[src/rtl/scc68070_timer_unit.sv]
// SCC68070 timer block: prescaled T0 reload timer plus up to two general timers
// with match / capture / event-count modes, W1C status and a registered irq.

module scc68070_timer_ch (
  input  logic        clk,
  input  logic        reset,
  input  logic        tick,
  input  logic [1:0]  mode,
  input  logic [1:0]  evsel,
  input  logic        pin,
  input  logic        wr_en,
  input  logic [1:0]  be,
  input  logic [15:0] wdata,
  input  logic [15:0] rr,
  output logic [15:0] cnt,
  output logic [15:0] cap,
  output logic        ma_set,
  output logic        cap_set,
  output logic        ov_set
);
  logic s1, s2, prev, rise, fall, ev, inc;
  logic [15:0] cnt_inc;

  assign rise    = s2 & ~prev;
  assign fall    = ~s2 & prev;
  assign ev      = (evsel[0] & rise) | (evsel[1] & fall);
  assign cnt_inc = cnt + 16'd1;

  always_comb begin
    inc = 1'b0;
    case (mode)
      2'b01, 2'b10: inc = tick;
      2'b11:        inc = ev;
      default:      inc = 1'b0;
    endcase
  end

  // A bus write to the counter wins over the increment, so no flags either.
  assign ov_set  = inc & ~wr_en & (cnt == 16'hFFFF);
  assign ma_set  = inc & ~wr_en & (mode == 2'b01) & (cnt_inc == rr);
  assign cap_set = (mode == 2'b10) & ev;

  always_ff @(posedge clk) begin
    if (reset) begin
      s1   <= 1'b0;
      s2   <= 1'b0;
      prev <= 1'b0;
      cnt  <= '0;
      cap  <= '0;
    end else begin
      s1   <= pin;
      s2   <= s1;
      prev <= s2;
      if (wr_en)    cnt <= {be[1] ? wdata[15:8] : cnt[15:8], be[0] ? wdata[7:0] : cnt[7:0]};
      else if (inc) cnt <= cnt_inc;
      if (cap_set)  cap <= cnt;
    end
  end
endmodule

module scc68070_timer_unit #(
  parameter int PRESCALE = 96,
  parameter int NUM_CH   = 2
) (
  input  logic        clk,
  input  logic        reset,
  input  logic        bus_req,
  input  logic        bus_we,
  input  logic [1:0]  bus_be,
  input  logic [2:0]  bus_addr,
  input  logic [15:0] bus_wdata,
  output logic [15:0] bus_rdata,
  input  logic [1:0]  t_in,
  output logic        irq
);
  localparam int PW = (PRESCALE > 1) ? $clog2(PRESCALE) : 1;

  logic [PW-1:0]      presc;
  logic               tick, wr, t0_wr, t0_ov;
  logic [7:0]         tcr;
  logic [7:1]         tsr, tsr_set, tsr_clr;
  logic [15:0]        rr, t0;
  logic [1:0][15:0]   cnt, cap;
  logic [1:0]         ma_set, cap_set, ov_set;

  assign tick  = (presc == PW'(PRESCALE - 1));
  assign wr    = bus_req & bus_we & (|bus_be);
  assign t0_wr = wr & (bus_addr == 3'd2);
  assign t0_ov = tick & ~t0_wr & (t0 == 16'hFFFF);

  function automatic logic [15:0] merge(input logic [15:0] old, input logic [1:0] be,
                                        input logic [15:0] d);
    return {be[1] ? d[15:8] : old[15:8], be[0] ? d[7:0] : old[7:0]};
  endfunction

  for (genvar i = 0; i < 2; i++) begin : g_ch
    if (i < NUM_CH) begin : g_on
      scc68070_timer_ch u_ch (
        .clk     (clk),
        .reset   (reset),
        .tick    (tick),
        .mode    (tcr[5-4*i -: 2]),
        .evsel   (tcr[7-4*i -: 2]),
        .pin     (t_in[i]),
        .wr_en   (wr & (bus_addr == 3'(3 + i))),
        .be      (bus_be),
        .wdata   (bus_wdata),
        .rr      (rr),
        .cnt     (cnt[i]),
        .cap     (cap[i]),
        .ma_set  (ma_set[i]),
        .cap_set (cap_set[i]),
        .ov_set  (ov_set[i])
      );
    end else begin : g_off
      assign cnt[i]     = '0;
      assign cap[i]     = '0;
      assign ma_set[i]  = 1'b0;
      assign cap_set[i] = 1'b0;
      assign ov_set[i]  = 1'b0;
    end
  end

  // Status bits per channel sit in groups of three: MA, CAP, OV.
  always_comb begin
    tsr_set    = '0;
    tsr_set[7] = t0_ov;
    for (int i = 0; i < 2; i++) begin
      tsr_set[6-3*i] = ma_set[i];
      tsr_set[5-3*i] = cap_set[i];
      tsr_set[4-3*i] = ov_set[i];
    end
    tsr_clr = (wr && bus_addr == 3'd0 && bus_be[1]) ? bus_wdata[15:9] : '0;
  end

  always_ff @(posedge clk) begin
    if (reset) begin
      presc <= '0;
      tcr   <= '0;
      tsr   <= '0;
      rr    <= '0;
      t0    <= '0;
      irq   <= 1'b0;
    end else begin
      presc <= tick ? '0 : presc + PW'(1);
      tsr   <= (tsr & ~tsr_clr) | tsr_set;
      irq   <= |tsr;
      if (wr && bus_addr == 3'd0 && bus_be[0]) tcr <= bus_wdata[7:0];
      if (wr && bus_addr == 3'd1) rr <= merge(rr, bus_be, bus_wdata);
      if (t0_wr)     t0 <= merge(t0, bus_be, bus_wdata);
      else if (tick) t0 <= (t0 == 16'hFFFF) ? rr : t0 + 16'd1;
    end
  end

  always_comb begin
    bus_rdata = '0;
    case (bus_addr)
      3'd0:    bus_rdata = {tsr, 1'b0, tcr};
      3'd1:    bus_rdata = rr;
      3'd2:    bus_rdata = t0;
      3'd3:    bus_rdata = cnt[0];
      3'd4:    bus_rdata = cnt[1];
      3'd5:    bus_rdata = cap[0];
      3'd6:    bus_rdata = cap[1];
      default: bus_rdata = '0;
    endcase
  end
endmodule
[config.mk]
export PLATFORM = sky130hd
export DESIGN_NAME = scc68070_timer_unit
export DESIGN_NICKNAME = d
export VERILOG_FILES = /design/src/rtl/scc68070_timer_unit.sv
export SDC_FILE = /design/constraint.sdc
export NUM_CORES = 1
export LEC_CHECK = 0
export BUFFER_PORTS_ARGS = -buffer_cell sky130_fd_sc_hd__buf_2
export CORE_AREA = 2 2 137 139
export DETAILED_ROUTE_END_ITERATION = 12
export DIE_AREA = 0 0 139 141
export GPL_ROUTABILITY_DRIVEN = 0
export SLEW_MARGIN = 20
export SYNTH_ARGS = -nofsm -noshare
export SYNTH_HDL_FRONTEND = slang
export SYNTH_SLANG_ARGS = --single-unit
[constraint.sdc]
create_clock -name clk -period 3.26 [get_ports clk]
set_input_delay 0.163 -clock clk [delete_from_list [all_inputs] [get_ports clk]]
set_output_delay 0.163 -clock clk [all_outputs]
set_load 0.1 [all_outputs]
==> reports/results.txt, run 1 <==
P_leak - 3.37 nW
sw power - 926 uW
Synthesis Warnings - 0
number of I/O port buffers - 43
f_max - 0.355 GHz
hold_buf cts - 2
clk root buf - clkbuf_16
chip height - 141 um
Initial Utilization - 43.6%
Final Setup Violations - 0
clock latency on the worst-skew pair - 0.43 ns
die area - 19600 um^2
Post-CTS Repair Setup Buffers - 0
max-slew violation count - 0
Resized Gates After CTS - 0
HPWL Detailed - 18.8 mm
DRC - 0
core footprint - 18300 um^2
vias in the first global route - 6801
CTS max path bufs - 2
Net Count, Synth - 1031
TritonRoute pass-1 iters - 5
Hold Path Class - input port to register
fin worst setup slack - 0.443 ns
worst vdd ir - 0.360 mV
CTS Buf Count - 17
first-pass GRT wire length - 40.5 mm
Post-Synth XOR/XNOR Area - 5.72%
slowest CP cell - nor3_1
nets@finish - 1038
Netlist cell types - 68
Final Hold Vio Count - 0
sequential share of power - 40.7%
Reg clk slew, reported paths - 0.06 ns
Post-DRT Antenna Nets - 0
CTS HTree Levels - 4
area delta synth->final - 12.6%
fraction of layout cells with a size suffix above 1 - 13.4%
Internal - 2.88 mW
final cell count without fillers - 1246
Die W - 139 um
CP peak stage delay - 0.62 ns
CP Class - register to register
number of synthesized flops with an enable pin - 0
Slew @ Worst Pin - 0.892 ns
GRT Total Usage - 26.7%
vias per cell - 5.99
post-synthesis simple-gate area fraction - 22.9%
CP cell instances - ha_1 -> nand4_1 -> nor3_1 -> nand3_1 -> nand2_1 -> o21ai_0 -> a2111oi_0
status - complete, no violations
RSZ-0062 raised after global routing - false
Buf/Inv on CP - 0
mux cell area share after synthesis - 14.7%
cell area power density - 425 nW/um^2
placed insts - 1212
Ports - 44
WP data required - 3.57 ns
sequential-to-total area share from yosys stat - 31.4%
total wire length - 26.2 mm
initial antenna violation count - 0
Top FF cell, synth - dfxtp_1
fin crit share - 86.4%
ant diodes - 0
Compound-Gate Fraction of Synth Area - 18.7%
Post-Syn Instances - 992
Place WS - 0.512 ns
combinational share of power - 5.5%
DRT iter0 DRCs - 809
synthesized area - 7960 um^2
total grt overflow - 0
Clk pwr share - 53.9%
via count - 7468
CP arrival - 3.13 ns
fillers - 1824
CTS tree - built
Worst Skew - 0.00880 ns
max-cap viol count - 0
Rel. slew slack - 40.4%
largest net degree at the start of global routing - 56
largest family of logic cells by synthesized area - simple AND/OR/NAND/NOR gates
CP endpoint kind - register
CP top delay family - simple AND/OR/NAND/NOR gates
clock period minus worst slack - 2.82 ns
asr flop ratio synth - 0%
Site Rows - 50
Worst Path Max Fanout - 12
Post-Synth Adder-Cell Area - 1.89%
WL per Instance - 21.0 um
CTS Sinks - 125
Net Sw Frac - 24.3%
Synth Area per Inst - 8.03 um^2
Seq cells post-synth - 125
Startpoint Class - register
-- power by group through the flow --
| stage | Clock, mW | Sequential (mW) | Combinational [mW] |
|---|---|---|---|
| 2_1_floorplan | 0 | 1.58 | 0.120 |
| 3_3_place_gp | 0 | 1.58 | 0.201 |
| 3_5_place_dp | 0 | 1.58 | 0.201 |
| 4_1_cts | 2.07 | 1.55 | 0.204 |
| 5_1_grt | 2.13 | 1.55 | 0.219 |
| 6_report | 2.05 | 1.55 | 0.208 |
-- worst reg2reg max path, stage by stage, from the launching register on --
cell	delay, ns
dfxtp_1	0.46
ha_1	0.25
nand4_1	0.20
nor3_1	0.62
nand3_1	0.52
nand2_1	0.16
o21ai_0	0.08
a2111oi_0	0.40
-- layout by cell type, fill, tap and decap left out, drive strengths merged, types with 19 or more instances in the layout --
cell type	n
mux2	19
o21ai	49
nor2	124
dfxtp	125
nand2	108
o31ai	22
buf	65
nor2b	24
xor2	19
mux2i	82
nor3	20
clkbuf	19
xnor2	33
a21oi	69
nand3	32
-- kinds of logic after synthesis --
logic type      count (synthesis)
simple gates                  380
compound gates                226
flops                         125
buf+inv                        90
xor+xnor                       52
mux                           107
fa+ha+maj                      12
-- synthesized netlist by cell type, types with 6 or more instances --
| master | instances | area [um^2] |
|---|---|---|
| mux2_2 | 19 | 214 |
| a221oi_1 | 9 | 78.8 |
| o21ai_0 | 48 | 240 |
| nand2b_1 | 8 | 50.1 |
| nand4_1 | 14 | 87.6 |
| dfxtp_1 | 125 | 2500 |
| a211oi_1 | 7 | 52.6 |
| buf_2 | 19 | 95.1 |
| a21oi_1 | 69 | 345 |
| mux4_2 | 6 | 135 |
| nor3_1 | 20 | 100 |
| nand3_1 | 31 | 155 |
| o31ai_1 | 22 | 165 |
| xnor2_1 | 33 | 289 |
| nor2b_1 | 24 | 150 |
| a32oi_1 | 6 | 52.6 |
| nor2_1 | 124 | 465 |
| ha_1 | 12 | 150 |
| nand2_1 | 108 | 405 |
| xor2_1 | 19 | 166 |
| a22oi_1 | 15 | 113 |
| buf_1 | 6 | 22.5 |
| mux2i_1 | 82 | 821 |
| and3_1 | 7 | 43.8 |
| inv_1 | 11 | 41.3 |
| a31oi_1 | 8 | 50.1 |
| clkbuf_1 | 51 | 191 |
-- final timing paths --
check	from	end	slack [ns]	cells after the start
worst max-delay path	t0[0]	t0[5]	0.44	7
worst max register to register	t0[0]	t0[5]	0.44	7
worst min register to register	g_ch[0].g_on.u_ch.s1	g_ch[0].g_on.u_ch.s2	0.45	1
worst min-delay path	bus_wdata[0]	g_ch[1].g_on.u_ch.cnt[0]	0.1	3
-- per-stage QoR --
stage          cell area, um^2  util [%]  hold WS [ns]  TNS (ns)  total power, mW
5_1_grt                   8960      49.1         0.107         0             3.89
3_5_place_dp              8320      45.6         0.384         0             1.78
6_report                  8960      49.1        0.0992         0             3.81
2_1_floorplan             7960         -         0.291   -0.0421             1.70
4_1_cts                   8960      49.1        0.0812         0             3.82
3_3_place_gp              8320      45.6         0.384         0             1.78
-- state kept, by name, indices dropped and copies added, names as in the netlist --
register	flops
tsr	7
g_ch.g_on.u_ch.cnt	32
g_ch.g_on.u_ch.cap	32
g_ch.g_on.u_ch.s1	2
g_ch.g_on.u_ch.s2	2
tcr	8
rr	16
irq	1
presc	7
t0	16
g_ch.g_on.u_ch.prev	2
-- metal layers --
metal  up-vias  global-route usage (%)  part of all wire, %
met5         -                       0                    0
met3        64                    4.25                  6.4
met2       297                    43.8                   46
li1       3583                       -                    -
met4         0                    8.98                  3.1
met1      3524                    35.9                   45
-- final cells by class --
cell class / instances / area, um^2 / area share [%]
clock buffers: 19 / 433 / 4.83
clock inverters: 13 / 190 / 2.12
inverters: 11 / 41.3 / 0.461
multi-input cells: 777 / 5100 / 56.9
flip-flops and latches: 125 / 2500 / 27.9
well taps: 234 / 293 / 3.27
repair buffers: 67 / 403 / 4.49
(Power assumes the default switching activity.)
==> run 2, diff against run 1 <==
Settings changed: CORE_AREA 2 2 137 139 to 2 2 121 123, DIE_AREA 0 0 139 141 to 0 0 123 125, PLACE_DENSITY from default to 0.75.
==> reports/results.txt, run 2 (synthesis results as in run 1) <==
total grt overflow - 0
CP arrival - 3.03 ns
WL per Instance - 20.5 um
GRT Total Usage - 32.4%
ant diodes - 0
max-slew violation count - 0
core footprint - 14200 um^2
Post-DRT Antenna Nets - 0
CP Class - register to register
fin worst setup slack - 0.545 ns
clock period minus worst slack - 2.71 ns
cell area power density - 416 nW/um^2
chip height - 125 um
HPWL Detailed - 17.3 mm
commonest non-fill, non-tap cell in the layout - dfxtp_1
clk root buf - clkbuf_16
commonest non-fill, non-tap cells in the layout - dfxtp_1, nor2_1, nand2_1, mux2i_1, a21oi_1
CTS tree - built
met2 WL - 11.0 mm
Die W - 123 um
DRT met1 WL - 10.1 mm
area delta synth->final - 11.3%
CTS HTree Levels - 4
nets@finish - 1036
TritonRoute pass-1 iters - 6
initial antenna violation count - 0
CTS Sinks - 125
Startpoint Class - register
fillers - 1231
Reg clk slew, reported paths - 0.06 ns
Max Used Layer - met4
Worst Path Max Fanout - 8
clock latency on the worst-skew pair - 0.42 ns
via count - 7648
first-pass GRT wire length - 38.2 mm
vias per cell - 6.41
Final Setup Violations - 0
die area - 15400 um^2
Site Rows - 44
total wire length - 24.4 mm
biggest regs - g_ch.g_on.u_ch.cap: 32 flops, g_ch.g_on.u_ch.cnt: 32 flops
Rel. slew slack - 27.7%
Initial Utilization - 56.1%
fin crit share - 83.3%
Slew @ Worst Pin - 1.08 ns
P_leak - 3.36 nW
DRT iter0 DRCs - 1059
worst vdd ir - 0.452 mV
number of I/O port buffers - 43
largest net degree at the start of global routing - 70
CTS Buf Count - 17
f_max - 0.368 GHz
RSZ-0062 raised after global routing - false
Place WS - 0.624 ns
Ports - 44
vias in the first global route - 6950
fraction of layout cells with a size suffix above 1 - 13.4%
Final Hold Vio Count - 0
DRC - 0
CP endpoint kind - register
Post-CTS Repair Setup Buffers - 0
Hold Path Class - input port to register
WP data required - 3.57 ns
status - complete, no violations
met3 WL - 2.17 mm
setup TNS - 0 ns
Worst Skew - 0.00963 ns
CTS max path bufs - 2
max-cap viol count - 0
run 2: changes by cell type in the layout (fill, tap and decap cells not counted):
cell,change
clkinv_2,+3
clkbuf_8,+2
inv_6,-2
buf_4,-1
bufinv_16,-1
clkinv_4,-1
clkinvlp_4,-1
dlygate4sd3_1,-1
run 2: path summary, 6_finish.rpt:
path	slack, ns	end	depth (start not counted)	startpoint
min reg2reg	0.45	presc[0]	1	presc[0]
max	0.55	tsr[3]	8	g_ch[1].g_on.u_ch.cnt[0]
max reg2reg	0.55	tsr[3]	8	g_ch[1].g_on.u_ch.cnt[0]
min	0.01	g_ch[1].g_on.u_ch.s1	2	t_in[1]
run 2: cell type report:
type	instances	area, um^2	share of cell area, %
Timing Repair Buffer	65	385	4.35
Multi-Input combinational cell	777	5100	57.6
Clock inverter	11	141	1.60
Sequential cell	125	2500	28.2
Clock buffer	21	460	5.19
Inverter	11	41.3	0.466
Tap cell	184	230	2.60
run 2: power by group:
| part | switching (mW) | internal (mW) |
|---|---|---|
| logic | 0.143 | 0.0583 |
| clock network | 0.703 | 1.24 |
| registers | 0.0110 | 1.54 |
run 2: layer usage:
layer | track usage [%] | vias to the layer above
met4 | 14.7 | 0
met3 | 7.44 | 76
met5 | 0 | -
li1 | - | 3588
met2 | 50.1 | 413
met1 | 42.8 | 3571
run 2: what timing repair did:
action | CTS | global route
setup endpoints to repair | 0 | 0
endpoints found under the hold margin | 1 | 0
hold buffers | 1 | 0
gates resized for setup | 0 | 0
run 2: worst max-delay path: stages, from the launching register on:
cell,delay [ns]
dfxtp_1,0.49
ha_1,0.31
nand3_1,0.29
buf_4,0.26
nor3_1,0.47
mux2i_1,0.26
nor2b_1,0.06
o2111a_1,0.26
a31o_1,0.21
run 2: metrics by stage:
stage	power (mW)	std cells	hold WS, ns	util [%]	area, um^2
final	3.69	1194	0.0145	62.4	8860
after floorplan	1.70	992	0.291	-	7960
after CTS	3.70	1194	0.0140	62.4	8860
after global placement	1.77	1161	0.384	58.1	8250
after detailed placement	1.78	1161	0.428	58.1	8250
after global routing	3.79	1194	0.00149	62.4	8860
